===== config.mk =====
export PLATFORM = sky130hd
export DESIGN_NAME = mux_sel_ctrl
export DESIGN_NICKNAME = d
export VERILOG_FILES = /design/src/rtl/mux_sel_ctrl.sv
export SDC_FILE = /design/constraint.sdc
export NUM_CORES = 1
export LEC_CHECK = 0
export BUFFER_PORTS_ARGS = -buffer_cell sky130_fd_sc_hd__buf_2
export CAP_MARGIN = 20
export CORE_AREA = 2 2 39 41
export CTS_CLUSTER_DIAMETER = 200
export DETAILED_ROUTE_END_ITERATION = 7
export DIE_AREA = 0 0 41 43
export SLEW_MARGIN = 20
export SYNTH_ARGS = -nofsm -noshare
export SYNTH_HDL_FRONTEND = slang
export SYNTH_SLANG_ARGS = --single-unit

===== constraint.sdc =====
create_clock -name clock -period 1.09 [get_ports clock]
set_input_delay 0.1635 -clock clock [delete_from_list [all_inputs] [get_ports clock]]
set_output_delay 0.1635 -clock clock [all_outputs]
set_load 0.05 [all_outputs]

===== src/rtl/mux_sel_ctrl.sv =====
// Pushbutton-to-mux-select controller: 2-flop synchroniser, debounce FSM, toggle-on-press select register.
// Optional auto-toggle timer is enabled by defining MUX_SEL_AUTO_EN (adds the auto_en port).
module mux_sel_ctrl #(
    parameter int DEBOUNCE_CYCLES = 4,
    parameter int AUTO_PERIOD     = 8
) (
    input  logic clock,
    input  logic reset_n,
    input  logic btn_raw,
    input  logic sel_load,
    input  logic sel_val,
`ifdef MUX_SEL_AUTO_EN
    input  logic auto_en,
`endif
    output logic btn_clean,
    output logic sel,
    output logic sel_changed
);

    localparam int CW = $clog2(DEBOUNCE_CYCLES);
    localparam logic [CW-1:0] CNT_MAX = CW'(DEBOUNCE_CYCLES - 1);

    // Both periods must allow at least one counting cycle.
    if (DEBOUNCE_CYCLES < 2 || AUTO_PERIOD < 2) begin : g_param_check
        $error("mux_sel_ctrl: DEBOUNCE_CYCLES and AUTO_PERIOD must be >= 2");
    end

    typedef enum logic [1:0] {
        IDLE_LO = 2'd0,
        WAIT_HI = 2'd1,
        IDLE_HI = 2'd2,
        WAIT_LO = 2'd3
    } state_t;

    state_t        state;
    state_t        state_next;
    logic [CW-1:0] cnt;
    logic [CW-1:0] cnt_next;
    logic          s1;
    logic          s2;
    logic          press_accept;

    always_ff @(posedge clock) begin
        if (!reset_n) begin
            s1 <= 1'b0;
            s2 <= 1'b0;
        end else begin
            s1 <= btn_raw;
            s2 <= s1;
        end
    end

    // State register
    always_ff @(posedge clock) begin
        if (!reset_n) begin
            state <= IDLE_LO;
            cnt   <= '0;
        end else begin
            state <= state_next;
            cnt   <= cnt_next;
        end
    end

    // Next-state logic: a level must persist DEBOUNCE_CYCLES synced cycles to be accepted
    always_comb begin
        state_next = state;
        cnt_next   = cnt;
        case (state)
            IDLE_LO: begin
                if (s2) begin
                    state_next = WAIT_HI;
                    cnt_next   = CW'(1);
                end
            end
            WAIT_HI: begin
                if (!s2) begin
                    state_next = IDLE_LO;
                    cnt_next   = '0;
                end else if (cnt == CNT_MAX) begin
                    state_next = IDLE_HI;
                    cnt_next   = '0;
                end else begin
                    cnt_next = cnt + CW'(1);
                end
            end
            IDLE_HI: begin
                if (!s2) begin
                    state_next = WAIT_LO;
                    cnt_next   = CW'(1);
                end
            end
            WAIT_LO: begin
                if (s2) begin
                    state_next = IDLE_HI;
                    cnt_next   = '0;
                end else if (cnt == CNT_MAX) begin
                    state_next = IDLE_LO;
                    cnt_next   = '0;
                end else begin
                    cnt_next = cnt + CW'(1);
                end
            end
            default: begin
                state_next = IDLE_LO;
                cnt_next   = '0;
            end
        endcase
    end

    // Output logic: derived only from registered state, so no input reaches an output combinationally
    always_comb begin
        btn_clean    = 1'b0;
        press_accept = 1'b0;
        if (state == IDLE_HI || state == WAIT_LO) begin
            btn_clean = 1'b1;
        end
        if (state == WAIT_HI && s2 && cnt == CNT_MAX) begin
            press_accept = 1'b1;
        end
    end

`ifdef MUX_SEL_AUTO_EN
    localparam int AW = (AUTO_PERIOD > 2) ? $clog2(AUTO_PERIOD) : 1;
    localparam logic [AW-1:0] AUTO_MAX = AW'(AUTO_PERIOD - 1);

    logic [AW-1:0] auto_cnt;
    logic          auto_en_q;
    logic          auto_fire;

    // auto_en_q holds the count at zero on the first enabled edge, so the first toggle lands AUTO_PERIOD edges later
    assign auto_fire = auto_en && auto_en_q && (auto_cnt == AUTO_MAX);

    always_ff @(posedge clock) begin
        if (!reset_n) begin
            auto_cnt  <= '0;
            auto_en_q <= 1'b0;
        end else begin
            auto_en_q <= auto_en;
            if (!auto_en || !auto_en_q || sel_load || press_accept || auto_fire) begin
                auto_cnt <= '0;
            end else begin
                auto_cnt <= auto_cnt + AW'(1);
            end
        end
    end
`endif

    // Select register; priority is load, then press, then auto
    always_ff @(posedge clock) begin
        if (!reset_n) begin
            sel         <= 1'b0;
            sel_changed <= 1'b0;
        end else begin
            sel_changed <= 1'b0;
            if (sel_load) begin
                sel         <= sel_val;
                sel_changed <= (sel_val != sel);
            end else if (press_accept) begin
                sel         <= ~sel;
                sel_changed <= 1'b1;
`ifdef MUX_SEL_AUTO_EN
            end else if (auto_fire) begin
                sel         <= ~sel;
                sel_changed <= 1'b1;
`endif
            end
        end
    end

endmodule


==> summary.md <==
| Metric | Value |
|---|---|
| Clock power frac | 36.6% |
| Post-route ant nets | 0 |
| Worst rel slew slack | 83.6% |
| Final HPWL DP | 365 um |
| FP Rows | 14 |
| Slowest CP cell | or3b_1 |
| DRT Wirelength | 532 um |
| Worst EP required | 1.27 ns |
| Setup-failing EPs final | 0 |
| Hold Path Depth | 2 |
| Fillcell total | 149 |
| Routed wire per std cell | 9.33 um |
| First-pass GRT wire length | 814 um |
| Setup Fix Bufs, Post-CTS | 0 |
| Crit Path Class | reg2reg |
| DR pass1 iterations | 2 |
| Synthesis Warnings | 0 |
| Sw frac | 22.2% |
| Placed cell area | 377 um2 |
| Hold Crit Class | in2reg |
| Final RePlAce weighted congestion | 0.721 |
| CTS sink cnt | 8 |
| Maxcap violations | 0 |
| Worst Setup End Kind | flop |
| Layout cells sized above 1 | 43.9% |
| Setup ws final | 0.0109 ns |
| Cell Pwr Density | 1410 mW/mm2 |
| Total grt overflow | 0 |
| Yosys reg bits | 8 |
| Clock insertion delay at the later pin of the skew report | 0.25 ns |
| Initial Utilization | 23.3% |
| Core ar. | 0.00138 mm2 |
| Min Tclk post-route | 1.08 ns |
| Diode count | 0 |
| Remaining DRCs | 0 |
| Tcrit/Tclk final | 99.0% |
| Maximum clock frequency | 927 MHz |
| Area Overhead vs Synth | 28.3% |
| CTS buffer count | 3 |
| Status | completed |
| Layout Utilization | 29.9% |
| Distinct cells, synth | 17 |
| Vias | 231 |
| Worst-path fanout max | 4 |
| CTS H-tree depth | 1 |
| Final instance area | 414 um2 |
| Largest area contributor in the netlist | dfxtp_1 |
| Port Buffers | 7 |
| Initial DRC Count | 3 |
| Initial antenna violation count | 0 |
| Setup TNS | 0 ns |
| Clk_skew | 0.00132 ns |
| Mapped Area | 323 um2 |
| Worst-path clk slew | 0.05 ns |
| Int Power | 453 uW |
| Worst Hold Endpoint | s1$_SDFF_PN0_ |
| Die width | 41 um |
| Storage element area | 164 um2 |
| RSZ-0062 raised after global routing | true |
| Final Hold Fails | 0 |
| FF-to-FF setup slack | 0.01 ns |
| Slew Viols, Final | 0 |
| R2r worst-path depth | 3 |
| Reg-to-reg endpoint | cnt[1]$_SDFFE_PN0P_ |
| Static leakage | 0.000195 uW |
| Share of the synthesized area in the top cell type | 49.6% |
| Total track usage | 7.24% |
| Post-CTS Resized | 0 |
| Largest net degree at the start of global routing | 9 |
| CTS tree | done |
| DP Worst Slack | 0.0125 ns |
| Post-synthesis sequential area ratio | 49.6% |
| Synth top area cells | dfxtp_1, o211a_1, xnor2_1 |
| Crit path DAT | 1.26 ns |
| Net Switching | 130 uW |
| Startpoint types | flop |
| Vias in the first global route | 198 |
| Hold path startpoint | btn_raw |
| CTS max path bufs | 2 |
| Die H | 43 um |
| Worst VDD drop | 0.745 mV |
| Comb pwr share | 9.6% |
| Mapped Cells | 31 |
| Final #Nets | 49 |
| Crit path cell chain | xor2_2 -> or3b_1 -> a21boi_1 |
| Multi-input combinational cell area | 159 um2 |
| Max incr delay on CP | 0.36 ns |
| Sequential cell fraction of total power | 53.8% |
| Cts hold-fix bufs | 0 |
| I/O pins | 8 |
| Syn_nets | 37 |
| Avg Inst Size Synth | 10.4 um2 |
| Total die area | 0.00176 mm2 |
| CTS root buf | clkbuf_4 |
| Vias/cell | 4.05 |
| Worst slew pin tran | 0.247 ns |
per-stage QoR:
stage / hold WS [ns] / power (uW) / instances
3_3_place_gp: 0.377 / 374 / 54
6_report: 0.123 / 583 / 57
2_1_floorplan: 0.285 / 354 / 31
3_5_place_dp: 0.380 / 374 / 54
5_1_grt: 0.128 / 621 / 57
4_1_cts: 0.115 / 595 / 57
cell usage after synthesis:
master / instances
a21boi_0: 1
a21boi_1: 1
a21oi_1: 1
and2_1: 2
and3_2: 1
and4b_2: 1
dfxtp_1: 8
dlygate4sd3_1: 1
ha_1: 1
inv_1: 1
nand2_1: 4
nand3_1: 2
o211a_1: 2
o21ai_0: 1
or3b_1: 1
xnor2_1: 2
xor2_1: 1
worst max path at each step:
| stage | start | end | slack (ns) |
|---|---|---|---|
| after floorplan | cnt[0]$_SDFFE_PN0P_ | sel$_SDFFE_PN0P_ | 0.04 |
| after global placement | cnt[0]$_SDFFE_PN0P_ | sel$_SDFFE_PN0P_ | 0.02 |
| after detailed placement | cnt[0]$_SDFFE_PN0P_ | sel$_SDFFE_PN0P_ | 0.01 |
| after CTS | cnt[0]$_SDFFE_PN0P_ | sel$_SDFFE_PN0P_ | 0.003 |
| after global routing | flop | cnt[1]$_SDFFE_PN0P_ | -0.04 |
| final | flop | cnt[1]$_SDFFE_PN0P_ | 0.01 |
cells in the final DEF, fill, tap and decap left out:
| master | Yosys | final |
|---|---|---|
| and3_2 | 1 | 1 |
| o211a_1 | 2 | 2 |
| xnor2_1 | 2 | 2 |
| nand2_1 | 4 | 4 |
| ha_2 | 0 | 1 |
| and4b_2 | 1 | 1 |
| a21oi_1 | 1 | 1 |
| dfxtp_2 | 0 | 3 |
| o21ai_0 | 1 | 1 |
| a21boi_0 | 1 | 1 |
| buf_4 | 0 | 1 |
| nand3_1 | 2 | 2 |
| a21boi_1 | 1 | 1 |
| buf_2 | 0 | 6 |
| or3b_1 | 1 | 1 |
| clkbuf_4 | 0 | 4 |
| inv_1 | 1 | 1 |
| dfxtp_1 | 8 | 5 |
| xor2_2 | 0 | 1 |
| and2_1 | 2 | 2 |
routing by layer:
metal	track usage, %	up-vias	wire [um]
li1	-	127	-
met1	9.35	97	263
met2	8.75	7	242
met3	6.28	0	27
met4	2.00	0	0
met5	0	-	0
power groups by stage:
stage / sequential [uW] / clock [uW] / combinational (uW)
finish: 314 / 213 / 56.1
global route: 315 / 244 / 61.6
CTS: 312 / 227 / 55.1
detailed placement: 319 / 0 / 54.9
global placement: 319 / 0 / 55.0
floorplan: 335 / 0 / 19.7
critical path, delay by kind of cell (launching register included):
kind	cells	cell delay (ns)
flops	1	0.34
compound gates	1	0.12
xor+xnor	1	0.19
simple gates	1	0.36
logic make-up (layout without fill, tap and decap cells):
family | count (synthesis) | after routing | share of synthesized area (%)
adder cells (fa/ha/maj) | 1 | 1 | 3.88
flip-flops | 8 | 8 | 49.6
AND/OR/NAND/NOR | 11 | 11 | 20.2
buffers and inverters | 2 | 12 | 4.26
AO/OA/AOI/OAI | 6 | 6 | 14.0
XOR/XNOR | 3 | 3 | 8.14
final cells by class:
type	instances	share of cell area, %
inverter	1	0.906
sequential	8	39.6
clock buffer	3	5.44
tap	16	4.83
multi-input combinational	21	38.4
timing repair buffer	8	10.9
Note: power is estimated with default switching activity, not from simulation.
